===== config.mk =====
export PLATFORM = sky130hd
export DESIGN_NAME = card_dealer_flat
export DESIGN_NICKNAME = d
export VERILOG_FILES = /design/src/rtl/card_dealer_if.sv /design/src/rtl/card_dealer.sv /design/src/flat_wrapper.sv
export SDC_FILE = /design/constraint.sdc
export NUM_CORES = 1
export LEC_CHECK = 0
export BUFFER_PORTS_ARGS = -buffer_cell sky130_fd_sc_hd__buf_2
export CORE_ASPECT_RATIO = 1.75
export CORE_MARGIN = 10
export CORE_UTILIZATION = 58
export CTS_BUF_LIST = sky130_fd_sc_hd__clkbuf_8
export CTS_CLUSTER_DIAMETER = 50
export DETAILED_ROUTE_END_ITERATION = 6
export GPL_TIMING_DRIVEN = 0
export MAX_ROUTING_LAYER = met4
export PLACE_DENSITY = 0.78
export REMOVE_ABC_BUFFERS = 1
export SYNTH_ARGS = -nofsm -noshare
export SYNTH_HDL_FRONTEND = slang
export SYNTH_SLANG_ARGS = --single-unit
export TNS_END_PERCENT = 5

===== constraint.sdc =====
create_clock -name clk -period 2.4 [get_ports clk]
set_input_delay 0.12 -clock clk [delete_from_list [all_inputs] [get_ports clk]]
set_output_delay 0.12 -clock clk [all_outputs]
set_load 0.005 [all_outputs]

===== src/rtl/card_dealer_if.sv =====
// Handshake bundle between a card_dealer and whatever loads and draws from it.
// The controller drives the master side and the dealer sits on the slave side.
interface card_dealer_if #(
    parameter int unsigned CARD_W     = 6,
    parameter int unsigned DECK_DEPTH = 52
);
    localparam int unsigned CNT_W = $clog2(DECK_DEPTH + 1);

    logic              load_valid;
    logic [CARD_W-1:0] load_card;
    logic              load_done;
    logic              req;
    logic              rewind;
    logic [15:0]       seed;
    logic              load_ready;
    logic              card_valid;
    logic [CARD_W-1:0] card;
    logic [CNT_W-1:0]  remaining;
    logic              empty;
    logic              busy;
    logic              err;

    modport master (
        output load_valid, load_card, load_done, req, rewind, seed,
        input  load_ready, card_valid, card, remaining, empty, busy, err
    );

    modport slave (
        input  load_valid, load_card, load_done, req, rewind, seed,
        output load_ready, card_valid, card, remaining, empty, busy, err
    );
endinterface


===== src/rtl/card_dealer.sv =====
// Card dealer: load a deck, optionally shuffle it (macro CARD_SHUFFLE_EN),
// then deal one card per request with rewind support.
module card_dealer #(
    parameter int unsigned CARD_W     = 6,
    parameter int unsigned DECK_DEPTH = 52
) (
    input  logic         clk,
    input  logic         reset,
    card_dealer_if.slave bus
);
    localparam int unsigned CNT_W = $clog2(DECK_DEPTH + 1);
    localparam int unsigned IDX_W = (DECK_DEPTH > 1) ? $clog2(DECK_DEPTH) : 1;
    localparam logic [CNT_W-1:0] DEPTH_C = CNT_W'(DECK_DEPTH);

`ifdef CARD_SHUFFLE_EN
    typedef enum logic [1:0] {StLoad, StShuffle, StReady} state_e;
`else
    typedef enum logic [1:0] {StLoad, StReady} state_e;
`endif

    logic [CARD_W-1:0] r_mem [DECK_DEPTH];

    state_e            r_state, w_state_d;
    logic [CNT_W-1:0]  r_count, w_count_d;
    logic [CNT_W-1:0]  r_ptr, w_ptr_d;
    logic [CNT_W-1:0]  r_remaining, w_remaining_d;
    logic [CARD_W-1:0] r_card, w_card_d;
    logic              r_card_valid, w_card_valid_d;
    logic              r_err, w_err_d;
    logic              w_load_ready;
    logic              w_load_we;

`ifdef CARD_SHUFFLE_EN
    logic [15:0]       r_lfsr, w_lfsr_d;
    logic [CNT_W-1:0]  r_i, w_i_d;
    logic              w_swap_en;
    logic [IDX_W-1:0]  w_swap_i;
    logic [IDX_W-1:0]  w_swap_j;
    logic              w_fb;

    // x^16 + x^14 + x^13 + x^11 + 1
    assign w_fb     = r_lfsr[15] ^ r_lfsr[13] ^ r_lfsr[12] ^ r_lfsr[10];
    assign w_swap_i = r_i[IDX_W-1:0];
    assign w_swap_j = IDX_W'(r_lfsr % 16'(r_i + CNT_W'(1)));
`else
    logic w_unused_seed;
    assign w_unused_seed = ^bus.seed;
`endif

    assign w_load_ready = (r_state == StLoad) && (r_count < DEPTH_C);

    always_comb begin
        w_state_d      = r_state;
        w_count_d      = r_count;
        w_ptr_d        = r_ptr;
        w_remaining_d  = r_remaining;
        w_card_d       = r_card;
        w_card_valid_d = 1'b0;
        w_err_d        = r_err;
        w_load_we      = 1'b0;
`ifdef CARD_SHUFFLE_EN
        w_lfsr_d       = r_lfsr;
        w_i_d          = r_i;
        w_swap_en      = 1'b0;
`endif
        case (r_state)
            StLoad: begin
                if (bus.load_valid) begin
                    if ((bus.load_card == '0) || !w_load_ready) begin
                        w_err_d = 1'b1;
                    end else begin
                        w_load_we = 1'b1;
                        w_count_d = r_count + CNT_W'(1);
                    end
                end
                // A card accepted alongside load_done is already in w_count_d.
                if (bus.load_done) begin
                    w_ptr_d       = '0;
                    w_remaining_d = w_count_d;
`ifdef CARD_SHUFFLE_EN
                    w_state_d = StShuffle;
                    w_lfsr_d  = (bus.seed == 16'h0000) ? 16'hACE1 : bus.seed;
                    w_i_d     = (w_count_d == '0) ? '0 : w_count_d - CNT_W'(1);
`else
                    w_state_d = StReady;
`endif
                end
            end
`ifdef CARD_SHUFFLE_EN
            StShuffle: begin
                w_swap_en = (r_i != '0);
                w_lfsr_d  = {r_lfsr[14:0], w_fb};
                if (r_i <= CNT_W'(1)) begin
                    w_state_d = StReady;
                end else begin
                    w_i_d = r_i - CNT_W'(1);
                end
            end
`endif
            StReady: begin
                if (bus.rewind) begin
                    w_ptr_d       = '0;
                    w_remaining_d = r_count;
                end else if (bus.req) begin
                    if (r_remaining != '0) begin
                        w_card_d       = r_mem[r_ptr[IDX_W-1:0]];
                        w_card_valid_d = 1'b1;
                        w_ptr_d        = r_ptr + CNT_W'(1);
                        w_remaining_d  = r_remaining - CNT_W'(1);
                    end else begin
                        w_err_d = 1'b1;
                    end
                end
            end
            default: w_state_d = StLoad;
        endcase
    end

    always_ff @(posedge clk or negedge reset) begin
        if (!reset) begin
            r_state      <= StLoad;
            r_count      <= '0;
            r_ptr        <= '0;
            r_remaining  <= '0;
            r_card       <= '0;
            r_card_valid <= 1'b0;
            r_err        <= 1'b0;
`ifdef CARD_SHUFFLE_EN
            r_lfsr       <= 16'hACE1;
            r_i          <= '0;
`endif
        end else begin
            r_state      <= w_state_d;
            r_count      <= w_count_d;
            r_ptr        <= w_ptr_d;
            r_remaining  <= w_remaining_d;
            r_card       <= w_card_d;
            r_card_valid <= w_card_valid_d;
            r_err        <= w_err_d;
`ifdef CARD_SHUFFLE_EN
            r_lfsr       <= w_lfsr_d;
            r_i          <= w_i_d;
`endif
        end
    end

    // Deck storage is never cleared; count alone defines what is valid.
    always_ff @(posedge clk) begin
        if (w_load_we) begin
            r_mem[r_count[IDX_W-1:0]] <= bus.load_card;
        end
`ifdef CARD_SHUFFLE_EN
        if (w_swap_en) begin
            r_mem[w_swap_i] <= r_mem[w_swap_j];
            r_mem[w_swap_j] <= r_mem[w_swap_i];
        end
`endif
    end

    assign bus.load_ready = w_load_ready;
    assign bus.card_valid = r_card_valid;
    assign bus.card       = r_card;
    assign bus.remaining  = r_remaining;
    assign bus.empty      = (r_state == StReady) && (r_remaining == '0);
`ifdef CARD_SHUFFLE_EN
    assign bus.busy       = (r_state == StShuffle);
`else
    assign bus.busy       = 1'b0;
`endif
    assign bus.err        = r_err;

endmodule


===== src/flat_wrapper.sv =====
// flat-port wrapper written by rule: the top's interface ports become plain ports
module card_dealer_flat 
#(
    parameter int unsigned CARD_W     = 6,
    parameter int unsigned DECK_DEPTH = 52
)
  (clk, reset, bus_load_valid, bus_load_card, bus_load_done, bus_req, bus_rewind, bus_seed, bus_load_ready, bus_card_valid, bus_card, bus_remaining, bus_empty, bus_busy, bus_err);
  card_dealer_if #(.CARD_W(CARD_W), .DECK_DEPTH(DECK_DEPTH)) bus_i ();
  input  logic clk;
  input  logic reset;
  input wire logic [$bits(bus_i.load_valid)-1:0] bus_load_valid;
  input wire logic [$bits(bus_i.load_card)-1:0] bus_load_card;
  input wire logic [$bits(bus_i.load_done)-1:0] bus_load_done;
  input wire logic [$bits(bus_i.req)-1:0] bus_req;
  input wire logic [$bits(bus_i.rewind)-1:0] bus_rewind;
  input wire logic [$bits(bus_i.seed)-1:0] bus_seed;
  output wire logic [$bits(bus_i.load_ready)-1:0] bus_load_ready;
  output wire logic [$bits(bus_i.card_valid)-1:0] bus_card_valid;
  output wire logic [$bits(bus_i.card)-1:0] bus_card;
  output wire logic [$bits(bus_i.remaining)-1:0] bus_remaining;
  output wire logic [$bits(bus_i.empty)-1:0] bus_empty;
  output wire logic [$bits(bus_i.busy)-1:0] bus_busy;
  output wire logic [$bits(bus_i.err)-1:0] bus_err;
  assign bus_i.load_valid = bus_load_valid;
  assign bus_i.load_card = bus_load_card;
  assign bus_i.load_done = bus_load_done;
  assign bus_i.req = bus_req;
  assign bus_i.rewind = bus_rewind;
  assign bus_i.seed = bus_seed;
  assign bus_load_ready = bus_i.load_ready;
  assign bus_card_valid = bus_i.card_valid;
  assign bus_card = bus_i.card;
  assign bus_remaining = bus_i.remaining;
  assign bus_empty = bus_i.empty;
  assign bus_busy = bus_i.busy;
  assign bus_err = bus_i.err;
  card_dealer #(.CARD_W(CARD_W), .DECK_DEPTH(DECK_DEPTH)) u_core (.clk(clk), .reset(reset), .bus(bus_i));
endmodule

==> run_results.csv <==
group,metric,value,unit
worst_setup_path,cp_max_fo,24,
worst_setup_path,slowest_stage,"mux4_2",
clocking,clk_path_buf_depth,3,
worst_setup_path,worstSetupStartpointType,"flop",
sta,worst_pin_slew,1.03,ns
pwr,switching_share,27.8,%
min_path,hold_class,"in -> reg",
worst_setup_path,crit_path_cell_trace,"buf_12 -> buf_16 -> mux4_2 -> mux2i_1 -> nor2_1 -> or3_1",
worst_setup_path,worstPathArrival,2.86,ns
placement,dp_slack,-1.09,ns
pwr,p_clk_share,26.7,%
die,io_pins,45,
sta,clock.fmax,0.415,GHz
pwr,p_leak,5.06,nW
synthesis,synth-seq-cells,339,
global_route,grt_pass1_vias,7591,
die,row_count,74,
sta,slew_viol_final,0,
drt,drcViolationCount,2,
clocking,path_clk_slew,0.08,ns
sta,fin_skew,0.0208,ns
drt,vias,7271,
layout,post-route-cell-area,0.0158,sq mm
die,core_area,0.0234,sq mm
synthesis,syn_area,0.0139,sq mm
worst_setup_path,path_class,"reg -> reg",
clocking,h-tree-depth,2,
pwr,switching_power,3.89,mW
synthesis,yosys_warnings,0,
sta,fin_crit,2.41,ns
sta,fin_crit_sh,101,%
layout,nets,826,
sta,tns,-0.0123,ns
layout,drive_above_1_share,30.0,%
sta,setup_violations,1,
placement,place_hpwl,18200,um
drt,wl,30300,um
clocking,cts_sinks,339,
pwr,internal-power,10.1,mW
sta,rsz0062_at_grt,"yes",
synthesis,ys.flop_type,"edfxtp_1",
run_status,status,"finished with violations",
drt,drt-pass1-iter-count,7,
die,die_w,137,um
sta,hold_viol,0,
layout,area_growth,14.0,%
layout,diodes,0,
flow_run,drv_cap,0,
global_route,overflow,0,
drt,avgViaCountPerCell,6.43,
worst_setup_path,required,2.84,ns
sta,whs,0.0436,ns
pwr,comb_power_share,24.4,%
worst_setup_path,end_kind,"flop",
clocking,cts_buffers,43,
placement,place.gp.congestion,0.895,
layout,num-fill-cells,1393,
global_route,grt_use_total,20.2,%
clocking,root_buffer,"clkbuf_8",
clocking,insertion_delay,0.56,ns
synthesis,synth.distinct_cells,55,
sta,slew_headroom,31.6,%
synthesis,async_reset_ff_share,7.96,%
pwr,power,14.0,mW
die,dieArea,0.0308,sq mm
placement,dpl_cell_area,0.0142,sq mm
global_route,grt_pass1_wl,45100,um
drt,drt_iter0_markers,703,
synthesis,syn_avg_cell_area,18.9,sq um
synthesis,netlist_instances,736,
synthesis,synth-edff-count,312,
placement,placement.io_buffers,27,
pwr,cellPowerDensity,885,mW/mm^2
pwr,ir_worst_vdd,0.378,mV
clocking,cts_tree,"built",
drt,antenna_left,0,
pwr,power_frac_seq,48.8,%
drt,routedWlPerCell,26.8,um
die,initial_core_util,59.2,%
global_route,grt_max_degree,54,
global_route,antenna_found_initial,0,
sta,postLayoutSetupSlackWorst,-0.0123,ns
synthesis,ys_seq_area_share,72.4,%
run_status,violations,"DRC, setup timing",
die,die_h,225,um
worst_setup_path,cpPeakStageDelay,0.54,ns
[stage by stage]
step                util, %  instances
floorplan                 -        697
global placement       60.5       1028
detailed placement     60.7       1030
CTS                    66.7       1121
global route           67.5       1130
finish                 67.5       1130
[power by group through the flow]
stage          clock [mW]  combinational [mW]  sequential [mW]
6_report             3.74                3.42             6.83
5_1_grt              4.07                3.61             6.85
4_1_cts              3.80                3.09             6.85
3_5_place_dp            0                2.70             7.10
3_3_place_gp            0                2.00             7.21
2_1_floorplan           0                1.68             7.17
[routing by layer]
layer,global-route usage [%],share of wire [%],vias up
li1,-,-,3103
met1,22.0,33,3666
met2,34.3,53,391
met3,3.64,7.4,111
met4,10.8,5.8,0
met5,-,0,-
[critical path, delay by kind of cell (launching register included)]
family | cells | cell delay, ns
buffers and inverters | 2 | 0.38
flip-flops | 1 | 0.47
multiplexers | 2 | 0.94
AND/OR/NAND/NOR | 2 | 0.50
[path summary, 6_finish.rpt]
kind	startpoint	endpoint	slack (ns)	cells after the start
hold / removal	bus_load_valid	u_core.bus.err	0.04	4
min in group asynchronous	reset	u_core.bus.card[0]	0.09	2
hold reg to reg	u_core.bus.err	u_core.bus.err	0.48	1
setup / recovery	u_core.r_ptr[0]	u_core.bus.card[1]	-0.01	6
setup reg to reg	u_core.r_ptr[0]	u_core.bus.card[1]	-0.01	6
max in group asynchronous	reset	u_core.r_ptr[1]	1.86	2
[synthesized netlist by cell type, drive strengths merged (2+ instances only)]
cell type | n | area, sq um
mux2 | 20 | 225
a21oi | 6 | 30.0
or3 | 7 | 43.8
o211ai | 2 | 15.0
inv | 6 | 22.5
a2111oi | 4 | 60.1
nand2b | 3 | 18.8
a211oi | 2 | 15.0
clkbuf | 11 | 41.3
nand2 | 36 | 135
nor4b | 3 | 26.3
nor2 | 77 | 289
dfrtp | 27 | 676
and3 | 3 | 18.8
xnor2 | 5 | 43.8
nand3 | 7 | 35.0
mux2i | 38 | 380
o311ai | 2 | 17.5
a221o | 3 | 30.0
edfxtp | 312 | 9370
nand4b | 4 | 35.0
or3b | 2 | 17.5
nor2b | 4 | 25.0
mux4 | 72 | 1720
nand3b | 6 | 45.0
o21ai | 2 | 10.0
xor2 | 3 | 26.3
nand4 | 8 | 56.3
buf | 28 | 185
ha | 4 | 50.1
o22ai | 13 | 81.3
[cell type report]
| cell class | count | area (sq um) | area share (%) |
|---|---|---|---|
| inverters | 6 | 22.5 | 0.142 |
| repair buffers | 52 | 502 | 3.17 |
| multi-input cells | 352 | 4090 | 25.9 |
| flip-flops and latches | 339 | 10100 | 63.6 |
| clock inverters | 32 | 141 | 0.894 |
| clock buffers | 45 | 619 | 3.92 |
| well taps | 304 | 380 | 2.40 |
[cells in the final DEF, fill, tap and decap left out, types with 3 or more instances in the layout]
cell type,count
ha_1,4
nor4b_1,3
clkinv_2,7
o22ai_1,13
clkinv_1,11
buf_16,3
nand2_2,3
edfxtp_1,312
xnor2_1,5
buf_2,26
a21oi_1,5
nand4_1,7
clkbuf_16,3
mux2_2,20
dfrtp_1,21
nand2_4,3
nor2_4,51
nand2_1,30
mux4_1,27
clkbuf_8,45
nor2_1,24
nor2b_1,3
xor2_1,3
nand2b_1,3
nand3b_1,6
a2111oi_4,3
mux2i_1,38
nand4b_1,4
and3_1,3
nand3_1,5
buf_4,10
dlygate4sd3_1,3
dfrtp_2,4
inv_1,17
mux4_2,45
a221o_1,3
buf_12,3
or3_1,7
[registers in the layout, indices dropped and copies added (netlist names)]
name	cells
u_core.bus.card	6
u_core.bus.card_valid	1
u_core.bus.err	1
u_core.bus.remaining	6
u_core.r_count	6
u_core.r_mem	312
u_core.r_ptr	6
u_core.r_state	1
[cell families (layout without fill, tap and decap cells)]
group,count (synthesis),in the layout,synth area share [%]
xor+xnor,8,8,0.505
compound gates,42,42,2.34
buf+inv,45,135,1.79
other cells,1,1,0.0270
mux,130,130,16.8
fa+ha+maj,4,4,0.361
simple gates,167,167,5.79
flops,339,339,72.4
[timing repair]
action / CTS / global route
endpoints found under the hold margin: 33 / 0
pin swaps: 2 / 6
resized for setup: 125 / 12
setup endpoints to repair: 328 / 296
hold buffers: 3 / 0
setup buffers: 10 / 6
cloned: 1 / 3
(Power assumes the default switching activity.)
